File: src/rtl/debounce_pkg.sv
// rtl/debounce_pkg.sv - shared state encoding for the debounce filter
package debounce_pkg;

    typedef enum logic [1:0] {
        S_LOW       = 2'd0,
        S_WAIT_HIGH = 2'd1,
        S_HIGH      = 2'd2,
        S_WAIT_LOW  = 2'd3
    } db_state_t;

    // The accepted level is high while sitting in S_HIGH or qualifying a fall from it
    function automatic logic state_is_high(input db_state_t st);
        return (st == S_HIGH) || (st == S_WAIT_LOW);
    endfunction

endpackage

File: src/rtl/debounce_fsm_sync_ff.sv
// rtl/debounce_fsm_sync_ff.sv - generic reset-to-0 flip-flop synchroniser chain
module sync_ff #(
    parameter int STAGES = 2
) (
    input  logic clk,
    input  logic rst,
    input  logic d,
    output logic q
);

    if (STAGES < 2) begin : g_bad_stages
        $fatal(1, "sync_ff: STAGES must be at least 2");
    end

    logic [STAGES-1:0] chain_q;

    // Shift the raw level through the chain; bit 0 is the metastability-exposed stage
    always_ff @(posedge clk) begin
        if (rst) begin
            chain_q <= '0;
        end else begin
            chain_q <= {chain_q[STAGES-2:0], d};
        end
    end

    assign q = chain_q[STAGES-1];

endmodule

File: src/rtl/debounce_fsm.sv
// rtl/debounce_fsm.sv - synchronise and debounce a raw bouncy level into a clean registered level
module debounce_fsm #(
    parameter int SYNC_STAGES   = 2,
    parameter int STABLE_CYCLES = 4
) (
    input  logic clk,
    input  logic rst,
    input  logic in,
    output logic out
);

    import debounce_pkg::*;

    localparam int CNT_W = $clog2(STABLE_CYCLES);
    localparam logic [CNT_W-1:0] CNT_LAST = CNT_W'(STABLE_CYCLES - 1);

    if (STABLE_CYCLES < 2) begin : g_bad_stable
        $fatal(1, "debounce_fsm: STABLE_CYCLES must be at least 2");
    end
    if (SYNC_STAGES < 2) begin : g_bad_sync
        $fatal(1, "debounce_fsm: SYNC_STAGES must be at least 2");
    end

    logic             s;
    db_state_t        state_q, state_d;
    logic [CNT_W-1:0] cnt_q, cnt_d;
    logic             out_q;

    sync_ff #(
        .STAGES(SYNC_STAGES)
    ) u_sync (
        .clk(clk),
        .rst(rst),
        .d  (in),
        .q  (s)
    );

    // Next state and qualification count; any opposite sample in a WAIT state restarts from scratch
    always_comb begin
        state_d = state_q;
        cnt_d   = cnt_q;
        case (state_q)
            S_LOW: begin
                if (s) begin
                    state_d = S_WAIT_HIGH;
                    cnt_d   = CNT_W'(1);
                end
            end
            S_WAIT_HIGH: begin
                if (!s) begin
                    state_d = S_LOW;
                    cnt_d   = '0;
                end else if (cnt_q == CNT_LAST) begin
                    state_d = S_HIGH;
                    cnt_d   = '0;
                end else begin
                    cnt_d = cnt_q + CNT_W'(1);
                end
            end
            S_HIGH: begin
                if (!s) begin
                    state_d = S_WAIT_LOW;
                    cnt_d   = CNT_W'(1);
                end
            end
            S_WAIT_LOW: begin
                if (s) begin
                    state_d = S_HIGH;
                    cnt_d   = '0;
                end else if (cnt_q == CNT_LAST) begin
                    state_d = S_LOW;
                    cnt_d   = '0;
                end else begin
                    cnt_d = cnt_q + CNT_W'(1);
                end
            end
            default: begin
                state_d = S_LOW;
                cnt_d   = '0;
            end
        endcase
    end

    // State, count and the output decode all update together so out never sees the raw input
    always_ff @(posedge clk) begin
        if (rst) begin
            state_q <= S_LOW;
            cnt_q   <= '0;
            out_q   <= 1'b0;
        end else begin
            state_q <= state_d;
            cnt_q   <= cnt_d;
            out_q   <= state_is_high(state_d);
        end
    end

    assign out = out_q;

endmodule
File: config.mk
export PLATFORM = sky130hd
export DESIGN_NAME = debounce_fsm
export DESIGN_NICKNAME = d
export VERILOG_FILES = /design/src/rtl/debounce_pkg.sv /design/src/rtl/debounce_fsm_sync_ff.sv /design/src/rtl/debounce_fsm.sv
export SDC_FILE = /design/constraint.sdc
export NUM_CORES = 1
export LEC_CHECK = 0
export CAP_MARGIN = 30
export CORE_AREA = 2 2 39 41
export DETAILED_ROUTE_END_ITERATION = 16
export DIE_AREA = 0 0 41 43
export GPL_ROUTABILITY_DRIVEN = 0
export GPL_TIMING_DRIVEN = 1
export HOLD_SLACK_MARGIN = 0.08
export PLACE_DENSITY = 0.3
export SETUP_SLACK_MARGIN = 0.3
export SLEW_MARGIN = 10
export SYNTH_ARGS = -nofsm -noshare
export SYNTH_HDL_FRONTEND = slang
export SYNTH_SLANG_ARGS = --single-unit
File: constraint.sdc
create_clock -name clk -period 1.8 [get_ports clk]
set_clock_uncertainty 0.1 [all_clocks]
set_input_delay 0.36 -clock clk [delete_from_list [all_inputs] [get_ports clk]]
set_output_delay 0.36 -clock clk [all_outputs]
set_load 0.01 [all_outputs]
==> results.cfg, run 1 <==
[drt]
routed_wl_um = 371
vias_per_cell = 3.84
wl_per_cell_um = 8.63
drt_pass1_iterations = 2
drcViolationCount = 0
detail-route-antenna-nets = 0
num_vias = 165
first_iter_violations = 2

[synth]
yosysTopAreaCell = dfxtp_1
synth_cells = 20
synth_seq_cells = 6
synth_top_area_share_pct = 53.3
synth_fa_ha_area_share_pct = 5.56
seq_area_frac_synth_pct = 53.3
ys_types = 13
synth-compound-area-share_pct = 16.1
ys_warn_count = 0
synthXorXnorAreaFrac_pct = 3.89
synth_top_family_by_area = compound AO/OA/AOI/OAI gates
synth.net_count = 24
synth_area_um2 = 225
synth.avg_cell_area_um2 = 11.3
synthSimpleGateAreaFrac_pct = 15.0
synth_mux_area_share_pct = 4.44
synth_area_leaders = dfxtp_1, ha_1, nor2b_1

[worst_setup_path]
worst_setup_path_end_kind = primary output
worstPathMaxFanout = 3
slowest_delay_ns = 0.34
crit_type = reg2out
crit_family = flip-flops
cp_num_buf_inv = 1
start_kind = register
slowest_stage = dfxtp_1
regToRegStartpoint = cnt_q[0]$_SDFFE_PP0P_
worst_ep_required_time_ns = 1.34
critical_path_arrival_ns = 0.86
startpoint = out$_SDFF_PP0_
cp_cell_sequence = dlygate4sd2_1

[sta]
holdWs_ns = 0.340
finalSetupViolCount = 0
tightest_slew_ns = 0.340
fmaxAchievable_mhz = 759
hold_viol_final = 0
setup_slack_ns = 0.483
fin_setup_tns_ns = 0
fin_crit_sh_pct = 73.2
rsz0062_at_grt = no
report.final.slew_viol_count = 0
final_period_minus_worst_setup_slack_ns = 1.32
maxSlewHeadroom_pct = 77.2

[cts]
cts-htree-levels = 1
clock_path_buffers = 2
clock_sinks = 6
clk_latency_ns = 0.24
root_buffer = clkbuf_4
cts_tree = built
numCtsBuffers = 3
path_clk_slew_ns = 0.05

[power_and_ir_drop]
p_leak_uw = 0.000126
ir_drop_v = 0.000268
power_density_nw_per_um2 = 914

[global_route]
antenna_found_initial = 0
grt.total_usage_pct = 5.63
grt-ovfl-total = 0
grt_pass1_vias = 137
grt_max_degree = 7
grt_pass1_wl_um = 524

[layout]
drive_above_1_share_pct = 22.2
fill_cells = 147
area_delta_synth_final_pct = 35.0
layout_common_cells = dfxtp_1, clkbuf_4, a21oi_1, nor2b_1, clkdlybuf4s50_1
diodes = 0
fin_util_pct = 22.0
final_net_count = 33
mostFrequentLayoutCell = dfxtp_1
final_cell_area_um2 = 304

[placed_design]
placed_area_um2 = 283
post-place-ws_ns = 0.359
portBuffers = 3

[floorplanning]
core_um2 = 1380
initial_core_util_pct = 16.3
dieArea_um2 = 1760
die_w_um = 41
num_io_pins = 4
dieHeight_um = 43
row_count = 14

[hold_path]
hold_path.class = reg2reg
min_from = u_sync.chain_q[0]$_SDFF_PP0_

[flow_run]
maxCapViolations = 0

[outcome]
outcome = finished, final reports clean
## repair_timing
action / 4_1_cts / 5_1_grt
setup buffers: 0 / 0
endpoints found under the setup margin: 1 / 0
resized for setup: 1 / 0
hold buffers: 0 / 0
## worst paths after layout
| kind | end | slack, ns | cells after the start |
|---|---|---|---|
| max | out | 0.48 | 1 |
| min | u_sync.chain_q[1]$_SDFF_PP0_ | 0.34 | 1 |
| max reg2reg | out$_SDFF_PP0_ | 0.76 | 3 |
| min reg2reg | u_sync.chain_q[1]$_SDFF_PP0_ | 0.34 | 1 |
## area by class of cell
cell class / instances / area, µm² / area share (%)
well taps: 16 / 20.0 / 6.58
flip-flops and latches: 6 / 120 / 39.5
repair buffers: 4 / 36.3 / 11.9
clock buffers: 3 / 22.5 / 7.41
multi-input cells: 13 / 101 / 33.3
inverters: 1 / 3.75 / 1.23
## registers in the layout, summed over array words and instances (netlist names)
name            flops
cnt_q               2
state_q             1
u_sync.chain_q      2
out                 1
## kinds of logic after synthesis
| family | count (synthesis) |
|---|---|
| adders and majority gates | 1 |
| DFF | 6 |
| xor gates and xnor gates | 1 |
| buffers and inverters | 1 |
| AOI/OAI and AO/OA | 5 |
| and+or+nand+nor | 5 |
| muxes | 1 |
## per-stage QoR
stage	power, µW	std cells
finish	278	43
global route	293	43
CTS	286	43
floorplan	148	20
global placement	157	40
detailed placement	157	40
## synth_stat cells
cell,count
a211oi_1,1
a21bo_2,1
a21o_2,1
a21oi_1,2
dfxtp_1,6
ha_1,1
inv_1,1
mux2i_1,1
nand3_1,1
nand3b_1,1
nor2b_1,2
or3b_1,1
xnor2_1,1
## power breakdown
group | switching (µW) | total, µW | internal [µW]
combinational | 5.13 | 14.5 | 9.36
clock | 48.0 | 123 | 75.4
sequential | 2.61 | 140 | 137
total | 55.7 | 278 | 222
## routing by layer
metal  wire (µm)  track usage (%)  vias to the layer above
met5           0                0                        -
met4          10             12.0                        0
met3          22             2.09                        2
met2         177             5.63                        3
met1         161             5.16                       73
li1            -                -                       87
(Power assumes the default switching activity.)
==> inputs of run 2 (changes only) <==
- PLACE_DENSITY: 0.3 -> 0.31
- clock period: 1.8 -> 1.2 ns (I/O delays scaled with it)
==> results.cfg, run 2 (synthesis gave the netlist of run 1 again) <==
[cts]
hold_buffers = 0
numCtsBuffers = 3
cts-htree-levels = 1
clock_path_buffers = 2
root_buffer = clkbuf_4
clk_latency_ns = 0.24
path_clk_slew_ns = 0.05
cts_tree = built
clock_sinks = 6

[sta]
final_period_minus_worst_setup_slack_ns = 1.01
fmaxAchievable_mhz = 986
rsz0062_at_grt = yes
tightest_slew_ns = 0.211
fin_setup_tns_ns = 0
hold_viol_final = 0
finalSetupViolCount = 0
fin_crit_sh_pct = 84.5
holdWs_ns = 0.318
maxSlewHeadroom_pct = 85.9
report.final.slew_viol_count = 0

[worst_setup_path]
critical_path_arrival_ns = 0.67
cp_num_buf_inv = 1
crit_type = reg2out
regToRegStartpoint = state_q[0]$_SDFF_PP0_
crit_family = flip-flops
cp_cell_sequence = buf_6
slowest_delay_ns = 0.32
slowest_stage = dfxtp_2
worst_ep_required_time_ns = 0.86
startpoint = out$_SDFF_PP0_
worstPathMaxFanout = 2
worst_setup_path_end_kind = primary output
start_kind = register

[placed_design]
portBuffers = 3
dp_hpwl_um = 277
dp_cells = 41
placed_area_um2 = 302

[layout]
final_net_count = 35
final_cells = 45
drive_above_1_share_pct = 51.7
area_delta_synth_final_pct = 62.2
fin_util_pct = 26.4
diodes = 0
final_cell_area_um2 = 365
mostFrequentLayoutCell = clkbuf_4
largestRegisters = cnt_q x2, u_sync.chain_q x2

[floorplanning]
num_io_pins = 4
core_um2 = 1380
dieArea_um2 = 1760
row_count = 14
initial_core_util_pct = 16.3
die_w_um = 41
dieHeight_um = 43

[global_route]
antenna_found_initial = 0
grt_max_degree = 7
grt_pass1_wl_um = 710
grt_pass1_vias = 175
grt-ovfl-total = 0
grt.total_usage_pct = 6.44

[power_and_ir_drop]
switching_share_pct = 19.7
internal_power_uw = 333
power_density_nw_per_um2 = 1130
pwr-share-comb_pct = 6.2
power_frac_clock_pct = 43.3
ir_drop_v = 0.000451
switching_power_uw = 81.5
power_frac_seq_pct = 50.5
p_leak_uw = 0.000140

[drt]
vias_per_cell = 3.87
routed_wl_um = 422
drcViolationCount = 0
first_iter_violations = 0
drt_pass1_iterations = 1
detail-route-antenna-nets = 0
wl_per_cell_um = 9.38
num_vias = 174

[hold_path]
min_from = rst
hold_path.class = in2reg

[outcome]
outcome = finished, final reports clean

[flow_run]
maxCapViolations = 0
run 2: cell count changes in the layout (fill, tap and decap cells not counted):
cell | previous run | this run
ha_4 | 0 | 1
buf_4 | 1 | 2
clkdlybuf4s50_1 | 2 | 1
buf_6 | 0 | 2
ha_1 | 1 | 0
dfxtp_1 | 6 | 2
xnor2_4 | 0 | 1
dfxtp_2 | 0 | 2
xnor2_1 | 1 | 0
dfxtp_4 | 0 | 2
run 2: worst paths after layout:
kind,endpoint,slack [ns],cells past startpoint
setup / recovery,out,0.19,1
hold / removal,cnt_q[1]$_SDFFE_PP0P_,0.32,3
setup reg to reg,cnt_q[1]$_SDFFE_PP0P_,0.19,2
hold reg to reg,u_sync.chain_q[1]$_SDFF_PP0_,0.33,1
run 2: power by group through the flow:
stage | sequential (µW) | clock (µW) | combinational, µW
after floorplan | 213 | 0 | 9.97
after global placement | 214 | 0 | 22.4
after detailed placement | 214 | 0 | 22.6
after CTS | 209 | 189 | 25.4
after global routing | 210 | 196 | 29.1
final | 209 | 180 | 25.8
run 2: repair_timing:
action,4_1_cts,5_1_grt
setup buffers,1,0
endpoints found under the hold margin,0,0
pin swaps,3,2
resized for setup,9,5
setup endpoints to repair,5,5
run 2: cell type report:
| cell class | instances | area, µm² |
|---|---|---|
| clock buffers | 3 | 22.5 |
| multi-input cells | 13 | 133 |
| well taps | 16 | 20.0 |
| fillers | 149 | 1020 |
| inverters | 1 | 3.75 |
| repair buffers | 6 | 56.3 |
| flip-flops and latches | 6 | 130 |
run 2: layer usage:
metal  part of all wire [%]  GRT usage [%]
met5                      0              0
met4                      0           6.00
met3                    3.6           3.14
met2                     54           7.50
met1                     42           8.09
run 2: per-stage QoR:
stage	total power, µW	worst slack, ns
after floorplan	223	0.260
after global placement	237	-0.0992
after detailed placement	237	-0.131
after CTS	423	0.183
after global routing	435	0.155
final	414	0.185
==> inputs of run 3 (changes only) <==
- PLACE_DENSITY: 0.31 -> 0.3
- clock period: 1.2 -> 1 ns (I/O delays scaled with it)
==> results.cfg, run 3 (synthesis gave the netlist of run 1 again) <==
[cts]
clock_sinks = 6
clock_path_buffers = 2
cts_tree = built
path_clk_slew_ns = 0.04
cts-htree-levels = 1
hold_buffers = 0
numCtsBuffers = 3
root_buffer = clkbuf_4
clk_latency_ns = 0.24

[flow_run]
maxCapViolations = 0

[layout]
mostFrequentLayoutCell = dfxtp_2
final_cells = 46
final_net_count = 36
fill_cells = 152
drive_above_1_share_pct = 60.0
diodes = 0
largestRegisters = cnt_q x2, u_sync.chain_q x2
final_cell_area_um2 = 375
layout_common_cells = dfxtp_2, clkbuf_4, buf_4
area_delta_synth_final_pct = 66.7

[power_and_ir_drop]
power_frac_clock_pct = 42.9
switching_power_uw = 102
p_leak_uw = 0.000144
switching_share_pct = 20.1
internal_power_uw = 407
power_density_nw_per_um2 = 1360
pwr-share-comb_pct = 7.0
power_frac_seq_pct = 50.1
ir_drop_v = 0.000593

[sta]
hold_viol_final = 0
fin_crit_sh_pct = 101
report.final.slew_viol_count = 0
fmaxAchievable_mhz = 990
finalSetupViolCount = 1
tightest_slew_ns = 0.191
rsz0062_at_grt = yes
fin_setup_tns_ns = -0.0104
final_period_minus_worst_setup_slack_ns = 1.01
setup_slack_ns = -0.0104
maxSlewHeadroom_pct = 87.2

[drt]
routed_wl_um = 426
drcViolationCount = 0
detail-route-antenna-nets = 0
num_vias = 179
vias_per_cell = 3.89
first_iter_violations = 0
wl_per_cell_um = 9.26
drt_pass1_iterations = 1

[worst_setup_path]
worstPathMaxFanout = 3
worst_setup_path_end_kind = register
critical_path_arrival_ns = 1.04
crit_type = reg2reg
worst_ep_required_time_ns = 1.03
start_kind = register
rr_worst_depth = 4

[placed_design]
placed_area_um2 = 302
dp_cells = 41
post-place-ws_ns = -0.307
portBuffers = 3

[floorplanning]
initial_core_util_pct = 16.3
row_count = 14
dieHeight_um = 43
dieArea_um2 = 1760
die_w_um = 41
num_io_pins = 4
core_um2 = 1380

[global_route]
antenna_found_initial = 0
grt_pass1_wl_um = 738
grt.total_usage_pct = 7.34
grt_max_degree = 7
grt-ovfl-total = 0
grt_pass1_vias = 174

[hold_path]
holdPathStages = 3
hold_path.class = in2reg

[outcome]
violations = negative setup slack
outcome = finished, violations left
## run 3: cell count changes in the layout (fill, tap and decap cells not counted), sizes merged
cell	previous run	this run
buf	4	5
## run 3: power groups by stage
stage	logic, µW	clock network (µW)	registers (µW)
after CTS	32.7	230	255
after floorplan	12.0	0	256
after global placement	27.1	0	257
final	35.7	218	255
after global routing	39.5	249	256
after detailed placement	27.7	0	257
## run 3: what timing repair did
item                                    CTS  global route
cloned                                    0             0
hold endpoints to repair                  0             0
gates resized for setup                  12             2
buffers inserted                          1             1
pin swaps                                 3             2
endpoints found under the setup margin    7             5
## run 3: per-layer routing
layer  track usage [%]  wire (µm)  vias to the layer above
li1                  -          -                       93
met1              8.06        196                       83
met2              8.44        221                        3
met3              3.14          8                        0
met4              10.0          0                        0
met5                 0          0                        -
## run 3: worst paths after layout
kind | startpoint | end | slack, ns
worst max-delay path | out$_SDFF_PP0_ | cnt_q[0]$_SDFFE_PP0P_ | -0.01
worst min-delay path | rst | cnt_q[1]$_SDFFE_PP0P_ | 0.28
worst max register to register | out$_SDFF_PP0_ | cnt_q[0]$_SDFFE_PP0P_ | -0.01
worst min register to register | u_sync.chain_q[0]$_SDFF_PP0_ | u_sync.chain_q[1]$_SDFF_PP0_ | 0.33
## run 3: worst max-delay path, cell delays in order (launching register included)
cell and delay, ns:
dfxtp_2 0.32, buf_6 0.12, xnor2_4 0.18, buf_4 0.14, a21oi_2 0.04
## run 3: metrics by stage
step	utilization, %	power [µW]	hold WS [ns]
global placement	21.8	284	0.321
floorplan	-	268	0.169
finish	27.1	509	0.283
global route	27.1	544	0.283
CTS	25.9	517	0.277
detailed placement	21.8	285	0.320
## run 3: final cells by class
class                      instances  area [µm²]  area share (%)
timing repair buffer               7        63.8            17.0
sequential                         6         125            33.3
clock buffer                       3        22.5            6.00
inverter                           1        3.75            1.00
tap                               16        20.0            5.33
multi-input combinational         13         140            37.3
